<file path="src/rtl/cart_bus_arbiter.sv">
// cart_bus_arbiter
//   Shares the physical cartridge bus between the Game Boy core and a host
//   (PS-side) requester. A slot lasts four clocks. The owner of each slot is
//   decided on the clock where the core reports T-cycle 0. The core always
//   wins. The host gets the slot when the core is not asking for it.
//
// Ports
//   clock, reset          : 4.194 MHz T-cycle clock, synchronous active-high reset
//   gb_tCycle             : core T-cycle index 0..3
//   gb_enable/write/chipSelect, gb_address, gb_dataWrite : core request
//   gb_dataRead           : read data returned to the core
//   host_req/write/chipSelect, host_address, host_wdata  : host request
//   host_ack, host_rdata  : host completion pulse and captured read data
//   cart_A, cart_D_in/out, cart_D_oe, cart_nRD/nWR/nCS   : cartridge pins
//   slot_owner            : debug (0 idle, 1 core, 2 host)
module cart_bus_arbiter #(
  parameter int WR_FIRST = 1,
  parameter int WR_LAST  = 2
) (
  input  logic        clock,
  input  logic        reset,
  input  logic [1:0]  gb_tCycle,
  input  logic        gb_enable,
  input  logic        gb_write,
  input  logic        gb_chipSelect,
  input  logic [15:0] gb_address,
  input  logic [7:0]  gb_dataWrite,
  output logic [7:0]  gb_dataRead,
  input  logic        host_req,
  input  logic        host_write,
  input  logic        host_chipSelect,
  input  logic [15:0] host_address,
  input  logic [7:0]  host_wdata,
  output logic        host_ack,
  output logic [7:0]  host_rdata,
  output logic [15:0] cart_A,
  input  logic [7:0]  cart_D_in,
  output logic [7:0]  cart_D_out,
  output logic        cart_D_oe,
  output logic        cart_nRD,
  output logic        cart_nWR,
  output logic        cart_nCS,
  output logic [1:0]  slot_owner
);

  typedef enum logic [1:0] {
    OWN_IDLE = 2'd0,
    OWN_CORE = 2'd1,
    OWN_HOST = 2'd2
  } owner_e;

  typedef struct packed {
    logic [15:0] addr;
    logic        write;
    logic        cs;
    logic [7:0]  wdata;
  } req_t;

  // Bit k is set when slot phase k lies within [lo, hi].
  function automatic logic [3:0] phase_mask(input int lo, input int hi);
    logic [3:0] m;
    for (int k = 0; k < 4; k++) m[k] = (k >= lo) && (k <= hi);
    return m;
  endfunction

  localparam logic [3:0] WR_MASK = phase_mask(WR_FIRST, WR_LAST);
  localparam logic [3:0] OE_MASK = phase_mask(WR_FIRST, 3);

  owner_e      owner_q, owner_d;
  logic [1:0]  phase_q, phase_d;
  req_t        req_q, req_d;
  req_t        core_req, host_req_s;
  logic        nrd_q, nrd_d;
  logic        nwr_q, nwr_d;
  logic        ncs_q, ncs_d;
  logic        oe_q, oe_d;
  logic        ack_q, ack_d;
  logic [7:0]  rdata_q, rdata_d;
  logic [7:0]  rd_hold_q, rd_hold_d;
  logic        active_d;
  logic        host_done;

  assign core_req   = '{addr: gb_address, write: gb_write, cs: gb_chipSelect, wdata: gb_dataWrite};
  assign host_req_s = '{addr: host_address, write: host_write, cs: host_chipSelect, wdata: host_wdata};

  // A host slot completes only if it reaches the end of phase 3. If a decision
  // arrives earlier (resync), the slot is overwritten and never acknowledged.
  assign host_done = (owner_q == OWN_HOST) && (phase_q == 2'd3);

  always_comb begin
    owner_d   = owner_q;
    phase_d   = phase_q;
    req_d     = req_q;
    rdata_d   = rdata_q;
    rd_hold_d = rd_hold_q;
    ack_d     = host_done;

    if (gb_tCycle == 2'd0) begin
      phase_d = 2'd0;
      if (gb_enable) begin
        owner_d = OWN_CORE;
        req_d   = core_req;
      end else if (host_req) begin
        owner_d = OWN_HOST;
        req_d   = host_req_s;
      end else begin
        // Idle: the latched request is kept so cart_A/cart_D_out hold.
        owner_d = OWN_IDLE;
      end
    end else if (owner_q != OWN_IDLE) begin
      // Without a T-cycle 0 the slot simply runs out and the bus goes idle.
      if (phase_q == 2'd3) begin
        owner_d = OWN_IDLE;
        phase_d = 2'd0;
      end else begin
        phase_d = phase_q + 2'd1;
      end
    end

    if (host_done && !req_q.write) rdata_d = cart_D_in;
    if (owner_q == OWN_CORE)       rd_hold_d = cart_D_in;

    // Pins are computed from next state so they line up with phase_q.
    active_d = (owner_d != OWN_IDLE);
    nrd_d    = !(active_d && !req_d.write);
    nwr_d    = !(active_d && req_d.write && WR_MASK[phase_d]);
    oe_d     =   active_d && req_d.write && OE_MASK[phase_d];
    ncs_d    = !(active_d && req_d.cs);
  end

  always_ff @(posedge clock) begin
    if (reset) begin
      owner_q   <= OWN_IDLE;
      phase_q   <= 2'd0;
      req_q     <= '0;
      nrd_q     <= 1'b1;
      nwr_q     <= 1'b1;
      ncs_q     <= 1'b1;
      oe_q      <= 1'b0;
      ack_q     <= 1'b0;
      rdata_q   <= 8'h00;
      rd_hold_q <= 8'h00;
    end else begin
      owner_q   <= owner_d;
      phase_q   <= phase_d;
      req_q     <= req_d;
      nrd_q     <= nrd_d;
      nwr_q     <= nwr_d;
      ncs_q     <= ncs_d;
      oe_q      <= oe_d;
      ack_q     <= ack_d;
      rdata_q   <= rdata_d;
      rd_hold_q <= rd_hold_d;
    end
  end

  assign cart_A      = req_q.addr;
  assign cart_D_out  = req_q.wdata;
  assign cart_D_oe   = oe_q;
  assign cart_nRD    = nrd_q;
  assign cart_nWR    = nwr_q;
  assign cart_nCS    = ncs_q;
  assign host_ack    = ack_q;
  assign host_rdata  = rdata_q;
  assign slot_owner  = owner_q;
  // Core reads see the pins directly during its own slot.
  assign gb_dataRead = (owner_q == OWN_CORE) ? cart_D_in : rd_hold_q;

endmodule

</file>
<file path="config.mk">
export PLATFORM = sky130hd
export DESIGN_NAME = cart_bus_arbiter
export DESIGN_NICKNAME = d
export VERILOG_FILES = /design/src/rtl/cart_bus_arbiter.sv
export SDC_FILE = /design/constraint.sdc
export NUM_CORES = 1
export LEC_CHECK = 0
export CAP_MARGIN = 25
export CORE_MARGIN = 3
export CORE_UTILIZATION = 45
export CTS_BUF_LIST = sky130_fd_sc_hd__clkbuf_4 sky130_fd_sc_hd__clkbuf_8 sky130_fd_sc_hd__clkbuf_16
export CTS_CLUSTER_DIAMETER = 80
export DETAILED_ROUTE_END_ITERATION = 6
export MAX_ROUTING_LAYER = met4
export PLACE_DENSITY_LB_ADDON = 0.3
export SLEW_MARGIN = 10
export SYNTH_ARGS = -nofsm -noshare
export SYNTH_HDL_FRONTEND = slang
export SYNTH_SLANG_ARGS = --single-unit
</file>
<file path="constraint.sdc">
create_clock -name clock -period 2.11 [get_ports clock]
set_input_delay 0.211 -clock clock [delete_from_list [all_inputs] [get_ports clock]]
set_output_delay 0.211 -clock clock [all_outputs]
set_load 0.01 [all_outputs]
</file>
# == Yosys cells after proc, flatten, opt, wreduce, memory -nomap -nowiden ==
# Cells that the tools add are included.
# word_totals
elab_cells,51
inputBits,66
ff_bits,51
# classes
n_eq_ne,3
muxes,16
n_reduce_logical,17
add_sub_neg,1
n_lt_le_gt_ge,1
# ops
operator,count
$mux W26,2
$mux W2,8
$mux W10,1
$mux W8,1
$logic_and A1 B1 Y1,7
$reduce_bool A2 Y1,3
$logic_not A1 Y1,5
$bmux W1 S2,2
$eq A2 B2 Y1 const B,2
$lt A2 B3 Y1 const B,1
$add A2 B1 Y2 const B,1
$eq A2 B1 Y1 const B,1
$logic_not A2 Y1,1
$mux W1,2
$reduce_and A2 Y1,1

# == Longest topological paths before layout ==
# Gate-level depths: netlist of the first run.
# depth
depth_word,8
ltp_mapped,7
depth_no_buf,7

# == Worst setup path after synthesis of the first run ==
# Ideal clock, no wire load.
# synth_timing
path_type,flip-flop to flip-flop
startpoint,register phase_q[0]
endpoint,"register nwr_q, in the netlist cart_nWR"
n_path_buf,0
required_time_ps,1975
setup_ps,135
t_arrival_ps,1296
slack_ps,678
stages_incl_launch_ff,7
path_cell_list,dfxtp_1 -> ha_1 -> nor2_1 -> mux2i_1 -> or2_2 -> ha_1 -> o211ai_1
# synth_between
elab_chain_cells,8
word_cells_on_any_way,14
cone_classes,add/sub: 1; eq/ne: 1; mux: 8; reduce/logical: 4
# synth_lines
element,line,source
from (decl),70,"logic [1:0] phase_q, phase_d;"
from (signal assigned),145,phase_q <= phase_d;
$add A2 B1 Y2 / $eq A2 B2 Y1 (equally long branches),"116, 112",
$mux W2,112,if (phase_q == 2'd3) begin
$mux W2,110,end else if (owner_q != OWN_IDLE) begin
$mux W2,98,if (gb_tCycle == 2'd0) begin
$bmux W1 S2 / $reduce_bool A2 Y1 (equally long branches),"126, 124",
$mux W1 (not written as such) / $logic_and A1 B1 Y1 (equally long branches),126,nwr_d = !(active_d && req_d.write && WR_MASK[phase_d]);
$logic_and A1 B1 Y1 *,126,
$logic_not A1 Y1 *,126,
to (signal assigned),148,nwr_q <= nwr_d;
to (decl),74,"logic nwr_q, nwr_d;"
# Mark *: on every way between the ends. The rest lies on a longest branch, timed or not. The select of a mux whose other input is x is not followed.
# A chain may end at the register's enable or synchronous reset.

# == Worst setup path in the final report of the first run ==
# layout_timing
startpoint,"register owner_q[1], in the netlist slot_owner[1]"
endpoint,output gb_dataRead[2]
# layout_between
elab_chain_cells,2
# layout_lines
element,line,source
from (decl),69,"owner_e owner_q, owner_d;"
from (signal assigned),144,owner_q <= owner_d;
$eq A2 B1 Y1,167,assign gb_dataRead = (owner_q == OWN_CORE) ? cart_D_in : rd_hold_q;
$mux W8,n/a,
to (decl),28,"output logic [7:0] gb_dataRead,"
# Every way passes these cells.

==> impl_metrics.yaml, run 1 <==
logic_synthesis:
  netlist_top_cells_count: "dfxtp_1 (51), buf_4 (33), a21oi_1 (29)"
  yosys_warnings: 0
  async_reset_ff_share_pct: 0
  synth_area_um2: 2490
  avgSynthCellArea_um2: 10.1
  syn_inst: 247
  synth_top_area_cell: "dfxtp_1"
  synth_nets: 315
  synth_top_area_share_pct: 41.1
  synth_edf_count: 0
  synthMostInstantiatedCell: "dfxtp_1"
  synth.area.top_cells: "dfxtp_1 (41%), buf_4 (10%), a211oi_2 (8.6%)"
  synth_ff_type: "dfxtp_1"
  yosysUniqueCellTypes: 37
  yosysSeqAreaShare_pct: 41.1
  synth-seq-cells: 51
placement:
  hpwl_um: 4690
  gp_congestion: 0.758
  dpl_cell_area_um2: 3460
  portBuffers: 112
sta:
  clock_skew_ps: 3.54
  rsz0062_at_grt: "no"
  period_share_pct: 92.8
  setup_viol: 0
  setup_tns_ps: 0
  final-hold-violation-count: 0
  slew_violations: 0
  max_freq_mhz: 511
  fin_crit_ps: 1960
  slew_headroom_pct: 55.7
  worst_pin_slew_ps: 664
clocking:
  cts_root_buffer: "clkbuf_8"
  hold_buffers: 0
  clk_latency_ps: 300
  cts_buffer_depth: 2
  h-tree-depth: 2
  cts_inserted_buffers: 5
  clkTransAtPathRegs_ps: 100
  cts_tree: "yes"
  clock_sink_count: 51
drt:
  wirelength_um: 6240
  firstDrtPassIters: 4
  drtIter0Drc: 124
  ant_nets: 0
  drc_errors: 0
  vias: 2126
  routedWlPerCell_um: 15.5
  vias_per_cell: 5.28
setup_path:
  cpPeakStageDelay_ps: 480
  crit_slowest_cell: "clkdlybuf4s50_1"
  r2r_cells: 6
  cp-end-kind: "output port"
  startpoint_type: "flop"
  r2r-end: "cart_nWR$_SDFF_PP1_"
  crit_arrival_ps: 1750
  required_ps: 1900
  crit_type: "reg -> out"
  reg2reg_slack_ps: 530
  critPathMaxFanout: 8
  crit_path_cell_trace: "nand2b_2 -> mux2_2 -> clkdlybuf4s50_1"
  r2r_start: "slot_owner[0]$_SDFF_PP0_"
grt:
  grt_pass1_wl_um: 10100
  met1_usage_pct: 23.9
  use_met3_pct: 6.28
  grt_max_degree: 29
  antenna_found_initial: 0
  grtUsageTotal_pct: 20.1
  grt_pass1_vias: 2122
  grt-ovfl-total: 0
  grt_use_met2_pct: 33.7
  top_usage_layer: "met2"
floorplan:
  die_y_um: 80.3
  coreArea_um2: 5240
  die_area_um2: 6450
  num_io_pins: 113
  die_w_um: 80.3
  initial_core_util_pct: 47.5
  fp-row-count: 26
power:
  ir_drop_v: 0.000492
  p_leak_uw: 0.00127
  p_per_area_nw_per_um2: 574
run_status:
  status: "finished, final reports clean"
min_path:
  min_from: "reset"
  whs_path_depth: 2
  whs_endpoint: "req_q[9]$_SDFF_PP0_"
  min_path_type: "in -> reg"
final_layout:
  diodes: 0
  fin_nets: 400
  final_cell_area_um2: 3550
  drive_gt1_share_pct: 17.1
  final_core_util_pct: 67.8
  area_growth_pct: 42.8
flow_run:
  max-cap-violations: 0
[critical path: cells and delay by family, from the launching register on]
family / cells / cell delay (ps)
DFF: 1 / 340
muxes: 1 / 380
and+or+nand+nor: 1 / 250
buffers and inverters: 1 / 480
[repair_timing]
| item | CTS | global route |
|---|---|---|
| setup buffers | 0 | 0 |
| endpoints found under the setup margin | 7 | 0 |
| resized for setup | 1 | 0 |
[layout make-up]
| type | instances | area, um2 |
|---|---|---|
| tap | 70 | 87.6 |
| timing repair buffer | 124 | 1210 |
| clock inverter | 3 | 18.8 |
| clock buffer | 5 | 68.8 |
| inverter | 1 | 3.75 |
| sequential | 51 | 1020 |
| fill | 441 | 1690 |
| multi-input combinational | 149 | 1140 |
[layer usage]
metal | part of all wire (%) | wire length [um] | vias to the layer above
met5 | 0 | 0 | -
met4 | 0.38 | 24 | 0
met3 | 9.5 | 596 | 2
met2 | 48 | 3000 | 88
met1 | 42 | 2620 | 987
li1 | - | - | 1049
[power breakdown]
part           internal (uW)  leakage (uW)  switching (uW)
Combinational            260      0.000802             188
Sequential              1000      0.000416            19.9
Clock                    234     0.0000483             331
Total                   1500       0.00127             539
[per-stage QoR]
step	worst slack, ps	cells	total power (uW)	hold slack (ps)
2_1_floorplan	678	247	1290	333
3_3_place_gp	364	395	1490	471
3_5_place_dp	322	395	1490	486
4_1_cts	117	403	2060	441
5_1_grt	73.0	403	2130	464
6_report	152	403	2040	445
[cells by family after synthesis]
family	count (synthesis)	synth area share, %
adders and majority gates	2	1.01
buffers and inverters	47	13.2
muxes	18	7.65
and+or+nand+nor	43	9.81
AOI/OAI and AO/OA	86	27.2
DFF	51	41.1
[registers in the layout, summed over array words and instances, names as in the netlist]
signal	flops
slot_owner	2
req_q	2
host_ack	1
cart_A	16
phase_q	2
cart_nRD	1
cart_nCS	1
cart_D_oe	1
rd_hold_q	8
cart_nWR	1
cart_D_out	8
host_rdata	8
[placed cells by master, fill, tap and decap left out, types with 2 or more instances in the layout]
cell / n
mux2_2: 7
a211oi_1: 7
or2_2: 2
or2_1: 2
a22oi_2: 3
o21ai_0: 2
dfxtp_1: 51
clkbuf_8: 5
clkdlybuf4s50_1: 111
nand3b_1: 5
nand2_1: 5
a211oi_2: 17
a22oi_1: 20
nor2b_1: 8
buf_4: 12
mux2i_1: 10
a21o_2: 2
clkinv_2: 2
a21oi_1: 29
ha_1: 2
nor2_1: 11
nor3_1: 2
[how the worst max path moves through the flow]
stage,startpoint,end,slack [ps],cells after the start
6_report,slot_owner[1]$_SDFF_PP0_,gb_dataRead[2],150,3
3_3_place_gp,slot_owner[1]$_SDFF_PP0_,gb_dataRead[6],360,3
3_5_place_dp,slot_owner[1]$_SDFF_PP0_,gb_dataRead[2],320,3
4_1_cts,slot_owner[1]$_SDFF_PP0_,gb_dataRead[2],120,3
5_1_grt,slot_owner[1]$_SDFF_PP0_,gb_dataRead[5],70,3
2_1_floorplan,phase_q[0]$_SDFF_PP0_,cart_nWR$_SDFF_PP1_,680,6
Note: power is estimated with default switching activity, not from simulation.
==> run 2, diff against run 1 <==
Settings changed: CAP_MARGIN 25 to default.
==> results of run 2 <==
Final layout, timing and power as in run 1 (identical DEF).
